### src/rtl/spi_m.sv
// spi_m: SPI mode-0 master transmitter, MSB first, fed from a valid/ready byte stream.
// Optional MISO receive path is compiled in when SPI_M_MISO_EN is defined.
module spi_m #(
  parameter int CLK_DIV  = 4,
  parameter int CS_SETUP = 2,
  parameter int CS_HOLD  = 2,
  parameter int CS_IDLE  = 2
) (
  input  logic       i_clk,
  input  logic       i_reset,
  input  logic [7:0] i_tx_data,
  input  logic       i_tx_valid,
  input  logic       i_tx_last,
  output logic       o_tx_ready,
  output logic       o_busy,
  output logic       o_spi_mosi,
  output logic       o_spi_clk,
  output logic       o_spi_nss
`ifdef SPI_M_MISO_EN
  ,
  input  logic       i_spi_miso,
  output logic [7:0] o_rx_data,
  output logic       o_rx_dataValid
`endif
);

  localparam int MAX_A   = (CLK_DIV > CS_SETUP) ? CLK_DIV : CS_SETUP;
  localparam int MAX_B   = (CS_HOLD > CS_IDLE) ? CS_HOLD : CS_IDLE;
  localparam int MAX_ALL = (MAX_A > MAX_B) ? MAX_A : MAX_B;
  localparam int CW      = $clog2(MAX_ALL + 1);

  localparam logic [CW-1:0] DIV_T   = CW'(CLK_DIV - 1);
  localparam logic [CW-1:0] SETUP_T = CW'(CS_SETUP - 1);
  localparam logic [CW-1:0] HOLD_T  = CW'(CS_HOLD - 1);
  localparam logic [CW-1:0] IDLE_T  = CW'(CS_IDLE - 1);

  typedef enum logic [2:0] {
    S_IDLE, S_SETUP, S_SHIFT_LO, S_SHIFT_HI, S_WAIT, S_HOLD, S_GAP
  } state_t;

  state_t        r_state;
  logic [CW-1:0] r_cnt;
  logic [2:0]    r_bit;
  logic [7:0]    r_sh;
  logic          r_last;
  logic          r_mosi;
  logic          r_sclk;
  logic          r_nss;

  logic w_term;
  logic w_bit_end;
  logic w_accept;

  always_comb begin
    w_term = 1'b0;
    case (r_state)
      S_SETUP:    w_term = (r_cnt == SETUP_T);
      S_SHIFT_LO: w_term = (r_cnt == DIV_T);
      S_SHIFT_HI: w_term = (r_cnt == DIV_T);
      S_HOLD:     w_term = (r_cnt == HOLD_T);
      S_GAP:      w_term = (r_cnt == IDLE_T);
      default:    w_term = 1'b0;
    endcase
  end

  // Back-to-back bytes are offered only on the very last SCLK-high cycle of bit 0,
  // so an accepted byte always starts on the falling edge that follows.
  assign w_bit_end  = (r_state == S_SHIFT_HI) && w_term && (r_bit == 3'd7);
  assign o_tx_ready = !i_reset && ((r_state == S_IDLE) || (r_state == S_WAIT) ||
                                   (w_bit_end && !r_last));
  assign w_accept   = i_tx_valid && o_tx_ready;
  assign o_busy     = (r_state != S_IDLE);
  assign o_spi_mosi = r_mosi;
  assign o_spi_clk  = r_sclk;
  assign o_spi_nss  = r_nss;

  always_ff @(posedge i_clk) begin
    if (i_reset) begin
      r_state <= S_IDLE;
      r_cnt   <= '0;
      r_bit   <= 3'd0;
      r_sh    <= 8'd0;
      r_last  <= 1'b0;
      r_mosi  <= 1'b0;
      r_sclk  <= 1'b0;
      r_nss   <= 1'b1;
    end else begin
      r_cnt <= w_term ? '0 : r_cnt + CW'(1);
      case (r_state)
        S_IDLE: begin
          r_cnt <= '0;
          if (w_accept) begin
            r_sh    <= i_tx_data;
            r_last  <= i_tx_last;
            r_mosi  <= i_tx_data[7];
            r_bit   <= 3'd0;
            r_nss   <= 1'b0;
            r_state <= S_SETUP;
          end
        end
        S_SETUP: begin
          if (w_term) r_state <= S_SHIFT_LO;
        end
        S_SHIFT_LO: begin
          if (w_term) begin
            r_sclk  <= 1'b1;
            r_state <= S_SHIFT_HI;
          end
        end
        S_SHIFT_HI: begin
          if (w_term) begin
            r_sclk <= 1'b0;
            if (r_bit == 3'd7) begin
              if (w_accept) begin
                r_sh    <= i_tx_data;
                r_last  <= i_tx_last;
                r_mosi  <= i_tx_data[7];
                r_bit   <= 3'd0;
                r_state <= S_SHIFT_LO;
              end else if (r_last) begin
                r_state <= S_HOLD;
              end else begin
                r_state <= S_WAIT;
              end
            end else begin
              r_sh    <= {r_sh[6:0], 1'b0};
              r_mosi  <= r_sh[6];
              r_bit   <= r_bit + 3'd1;
              r_state <= S_SHIFT_LO;
            end
          end
        end
        S_WAIT: begin
          r_cnt <= '0;
          if (w_accept) begin
            r_sh    <= i_tx_data;
            r_last  <= i_tx_last;
            r_mosi  <= i_tx_data[7];
            r_bit   <= 3'd0;
            r_state <= S_SHIFT_LO;
          end
        end
        S_HOLD: begin
          if (w_term) begin
            r_nss   <= 1'b1;
            r_mosi  <= 1'b0;
            r_state <= S_GAP;
          end
        end
        S_GAP: begin
          if (w_term) r_state <= S_IDLE;
        end
        default: r_state <= S_IDLE;
      endcase
    end
  end

`ifdef SPI_M_MISO_EN
  // With CLK_DIV>=3 the 8th sample lands no later than the final falling edge;
  // at CLK_DIV=2 the sync delay pushes the byte one cycle past it.
  localparam bit EARLY = (CLK_DIV >= 3);

  logic [1:0] r_miso_sync;
  logic [2:0] r_rise_pipe;
  logic [7:0] r_rx_sh;
  logic [2:0] r_rx_cnt;
  logic       w_rise;
  logic       w_samp;
  logic       w_samp8;
  logic       w_emit;
  logic [7:0] w_rx_byte;

  assign w_rise    = (r_state == S_SHIFT_LO) && w_term;
  assign w_samp    = r_rise_pipe[2];
  assign w_samp8   = w_samp && (r_rx_cnt == 3'd7);
  assign w_rx_byte = {r_rx_sh[6:0], r_miso_sync[1]};
  assign w_emit    = EARLY ? w_bit_end : w_samp8;

  always_ff @(posedge i_clk) begin
    if (i_reset) begin
      r_miso_sync    <= 2'b00;
      r_rise_pipe    <= 3'b000;
      r_rx_sh        <= 8'd0;
      r_rx_cnt       <= 3'd0;
      o_rx_data      <= 8'd0;
      o_rx_dataValid <= 1'b0;
    end else begin
      r_miso_sync    <= {r_miso_sync[0], i_spi_miso};
      r_rise_pipe    <= {r_rise_pipe[1:0], w_rise};
      o_rx_dataValid <= 1'b0;
      if (w_samp) begin
        r_rx_sh  <= w_rx_byte;
        r_rx_cnt <= r_rx_cnt + 3'd1;
      end
      if (w_emit) begin
        o_rx_dataValid <= 1'b1;
        o_rx_data      <= w_samp8 ? w_rx_byte : r_rx_sh;
      end
    end
  end
`endif

endmodule

### config.mk
export PLATFORM = sky130hd
export DESIGN_NAME = spi_m
export DESIGN_NICKNAME = d
export VERILOG_FILES = /design/src/rtl/spi_m.sv
export SDC_FILE = /design/constraint.sdc
export NUM_CORES = 1
export LEC_CHECK = 0
export BUFFER_PORTS_ARGS = -buffer_cell sky130_fd_sc_hd__buf_4
export CORE_UTILIZATION = 56
export DETAILED_ROUTE_END_ITERATION = 7
export PLACE_DENSITY = 0.78
export SYNTH_ARGS = -nofsm -noshare
export SYNTH_HDL_FRONTEND = slang
export SYNTH_SLANG_ARGS = --single-unit
### constraint.sdc
create_clock -name i_clk -period 2.4 [get_ports i_clk]
set_clock_uncertainty 0.15 [all_clocks]
set_input_delay 0.6 -clock i_clk [delete_from_list [all_inputs] [get_ports i_clk]]
set_output_delay 0.6 -clock i_clk [all_outputs]
set_load 0.005 [all_outputs]
# [Word-level counts from Yosys, hierarchy flattened]
# Cells that the tools add are included.
[classes] addsub=2 n_eq_ne=17 reduce_logical=25 n_mux=33
[ops] cell="2-to-1 mux 3 bit" count=12
[ops] cell="2-to-1 mux 8 bit" count=3
[ops] cell="case mux 3 bit (7 select lines)" count=1
[ops] cell="case mux 8 bit (2 select lines)" count=1
[ops] cell="!= test 2 bit, second input constant" count=7
[ops] cell="== test 3 bit, second input constant" count=4
[ops] cell="AND reduction 3 bit" count=4
[ops] cell="2-to-1 mux 1 bit" count=10
[ops] cell="== test 3 x 2 -> 1 bit, second input constant" count=3
[ops] cell="case mux 1 bit (2 select lines)" count=4
[ops] cell="AND reduction 7 bit" count=1
[ops] cell="adder 3 x 1 -> 3 bit, second input constant" count=2
[ops] cell="== test 3 x 1 -> 1 bit, second input constant" count=2
[ops] cell="case mux 3 bit (2 select lines)" count=1
[ops] cell="nonzero test 2 bit" count=3
[ops] cell="nonzero test 3 bit" count=2
[ops] cell="logical AND 1 bit" count=5
[ops] cell="OR reduction 2 bit" count=2
[ops] cell="OR reduction 4 bit" count=1
[ops] cell="logical NOT 3 bit" count=1
[ops] cell="case mux 1 bit (3 select lines)" count=1
[ops] cell="OR reduction 3 bit" count=1
[ops] cell="logical NOT 1 bit" count=2
[ops] cell="logical OR 1 bit" count=2
[ops] cell="other kinds (2)" count=2
[totals] inputBits=12 out_inout_bits=5 elab_cells=85 reg_bits=21

# [Depth between registers and ports, before layout]
[logic_depth] ltp_word=13 ltp_mapped=8 depth_no_buf=7

# [Worst setup path before layout]
# No wires, ideal clock.
[synth_timing] path_type="input port to output port" startpoint="in i_reset" endpoint="out o_tx_ready" required_ns=1.650 n_path_buf=2 arrival_ns=1.311 path_stages=3 slack_ns=0.339 path_cell_list="buf_1 -> clkbuf_1 -> nor2_1"
[synth_via] elab_chain_len=2
[synth_lines] element="start: declaration" line_no="10" source="input logic i_reset,"
[synth_lines] element="logical NOT 1 bit" line_no="69" source="assign o_tx_ready = !i_reset && ((r_state == S_IDLE) || (r_state == S_WAIT) ||"
[synth_lines] element="logical AND 1 bit" line_no="69"
[synth_lines] element="end: declaration" line_no="14" source="output logic o_tx_ready,"
# No other way between the ends.

# [Final worst setup path]
[layout_timing] startpoint="reg r_bit[0]" endpoint="out o_tx_ready"
[layout_via] elab_chain_len=5
[layout_lines] element="start: declaration" line_no="43" source="logic [2:0] r_bit;"
[layout_lines] element="start signal: assignment" line_no="128" source="r_bit <= r_bit + 3'd1;"
[layout_lines] element="== test 3 bit" line_no="68" source="assign w_bit_end = (r_state == S_SHIFT_HI) && w_term && (r_bit == 3'd7);"
[layout_lines] element="logical AND 1 bit" line_no="68"
[layout_lines] element="logical AND 1 bit" line_no="70" source="(w_bit_end && !r_last));"
[layout_lines] element="logical OR 1 bit" line_no="69"
[layout_lines] element="logical AND 1 bit" line_no="69"
# No other way between the ends.

==> results.ini <==
[run_status]
status = completed

[pwr]
p_total_mw = 0.864
powerDensity_nw_per_um2 = 604
vdd_ir_drop_max_mv = 0.449
p_leak_nw = 0.587

[synthesis]
async_reset_ff_share_pct = 0
synthTopCellsByArea = dfxtp_1, nor2_1, a21oi_1
synth_xor_area_share_pct = 1.44
syn_avg_cell_area_um2 = 8.43
synth-compound-area-share_pct = 29.3
synth_edf_count = 0
synth_commonest_cells = nor2_1, dfxtp_1, a21oi_1
syn_nets = 159
synth_top_family_by_area = compound AO/OA/AOI/OAI gates
yosys_register_bits = 20
synthMuxAreaShare_pct = 0.825
ys_seq_area_share_pct = 33.0
synth.most_common_cell = nor2_1
netlist_instances = 144
yosysWarnings = 0
synth_fa_ha_area_share_pct = 3.09
synthSimpleGateAreaFrac_pct = 26.6
synthFlopType = dfxtp_1
synth_cell_types = 47
synth_top_area_share_pct = 33.0
synth_area_um2 = 1210
netlist.top_cell.by_area = dfxtp_1

[sta]
tightestPinTransition_ns = 0.475
max_slew_margin_pct = 68.2
finalWorstSetupSlack_ns = 0.0998
setup_viol = 0
min_period_over_period_pct = 95.8
rsz0062_at_grt = no
tns_ns = 0
finalHoldViolations = 0
hold_slack_ns = 0.329
drv_slew = 0
layout_min_cycle_time_ns = 2.30
fmax_mhz = 435

[global_route]
grt_pass1_wl_um = 4590
antenna_found_initial = 0
grt_pass1_vias = 1055
grt_start_max_net_pins = 22
grt_use_total_pct = 24.8
grt-ovfl-total = 0

[job]
drv_cap = 0

[worst_hold_path]
hp-class = register to register

[floorplan]
die_x_um = 48.6
io_pins = 17
die_area_um2 = 2360
dieHeight_um = 48.6
initial_utilization_pct = 60.6
num_rows = 16
coreArea_um2 = 2000

[place]
pre_cts_ws_ns = 0.365
place_inst = 187
postPlaceCellArea_um2 = 1390
gp_congestion = 0.859
dp_hpwl_um = 2040
portBuffers = 16

[routing]
wire_per_inst_um = 14.2
ant_nets = 0
drt_iter0_markers = 55
vias = 1140
routed_wl_um = 2710
drc = 0
firstDrtPassIters = 4
via_per_inst = 5.97

[critical_path]
critPathMaxStageDelay_ns = 0.35
critPathRequiredTime_ns = 1.65
cp_cell_sequence = ha_1 -> ha_1 -> nor2b_2 -> a21oi_1 -> nor2_1 -> buf_4
path_max_fanout = 3
worst_ep_arrival_time_ns = 1.55
crit_type = register to primary output
critPathBufInv = 1
cp_slowest_cell = dfxtp_1
end_kind = primary output
crit_path_start_kind = register
cpMostUsedCell = ha_1
crit_family = adder cells

[clock_tree]
cts_made_buffers = 3
cts.htree.levels = 1
clk_latency_ns = 0.31
cts_sinks = 20
clk_path_buf_depth = 2
hold_buffers = 0
cts_tree = built
cts_root_buf = clkbuf_4
clk_pin_slew_ns = 0.12
post_cts_buffers = 0

[finish]
synthToLayoutAreaGrowth_pct = 17.9
instances_no_fill = 191
antenna_cells = 0
stdcell_area_um2 = 1430
layout-drive-gt1-share_pct = 28.7
postLayoutCoreUtil_pct = 71.5
fin_nets = 180

-- placed cells by master (no fill, tap or decap), drive strengths merged, types with 2 or more instances in the layout --
| master | instances |
|---|---|
| dfxtp | 20 |
| inv | 6 |
| nor3 | 5 |
| nand3 | 2 |
| o21ai | 9 |
| and2 | 3 |
| xor2 | 2 |
| o32a | 2 |
| ha | 3 |
| nand2 | 6 |
| nand2b | 3 |
| nor3b | 2 |
| a22oi | 3 |
| o21a | 2 |
| nor2b | 7 |
| nand3b | 4 |
| a2111oi | 5 |
| clkbuf | 4 |
| a21oi | 13 |
| buf | 25 |
| or3 | 2 |
| a211oi | 3 |
| nor2 | 21 |
-- layout make-up --
cell class	count	area [µm²]
clock buffer	4	36.3
fill	172	571
inverter	6	22.5
multi-input combinational	109	748
sequential	20	403
tap	27	33.8
timing repair buffer	25	188
-- what timing repair did --
item / in CTS / in global routing
hold endpoints to repair: 0 / 0
gates resized for setup: 0 / 4
endpoints found under the setup margin: 0 / 1
-- power by group --
group	total (mW)	switching (mW)	internal [mW]
sequential	0.398	0.0348	0.363
combinational	0.264	0.137	0.127
clock	0.202	0.110	0.0927
total	0.864	0.282	0.582
-- worst min-delay path: stages, from the launching register on --
cell	delay (ns)
dfxtp_1	0.34
inv_1	0.05
a2111oi_1	0.06
-- per-layer routing --
metal	global-route usage (%)	wire length, µm
met2	44.6	1390
met4	9.31	36
met1	29.5	1180
met5	0	0
met3	3.77	102
-- kinds of logic after synthesis --
kind of cell / after synthesis
AND/OR/NAND/NOR: 57
AO/OA/AOI/OAI: 46
flip-flops: 20
buffers and inverters: 15
adder cells (fa/ha/maj): 3
XOR/XNOR: 2
multiplexers: 1
-- state kept, by name, summed over array words and instances, names as in the netlist --
| signal | flops |
|---|---|
| o_spi_clk | 1 |
| o_spi_mosi | 1 |
| o_spi_nss | 1 |
| r_bit | 3 |
| r_cnt | 3 |
| r_last | 1 |
| r_sh | 7 |
| r_state | 3 |
-- path summary, 6_finish.rpt --
kind | startpoint | end | slack [ns] | cells after the start
worst min-delay path | o_spi_mosi | o_spi_mosi | 0.33 | 2
worst max-delay path | r_bit[0] | o_tx_ready | 0.1 | 6
worst min register to register | o_spi_mosi | o_spi_mosi | 0.33 | 2
worst max register to register | r_bit[0] | r_sh[3] | 0.37 | 7
No activity file was read; power rests on OpenSTA's default activity.
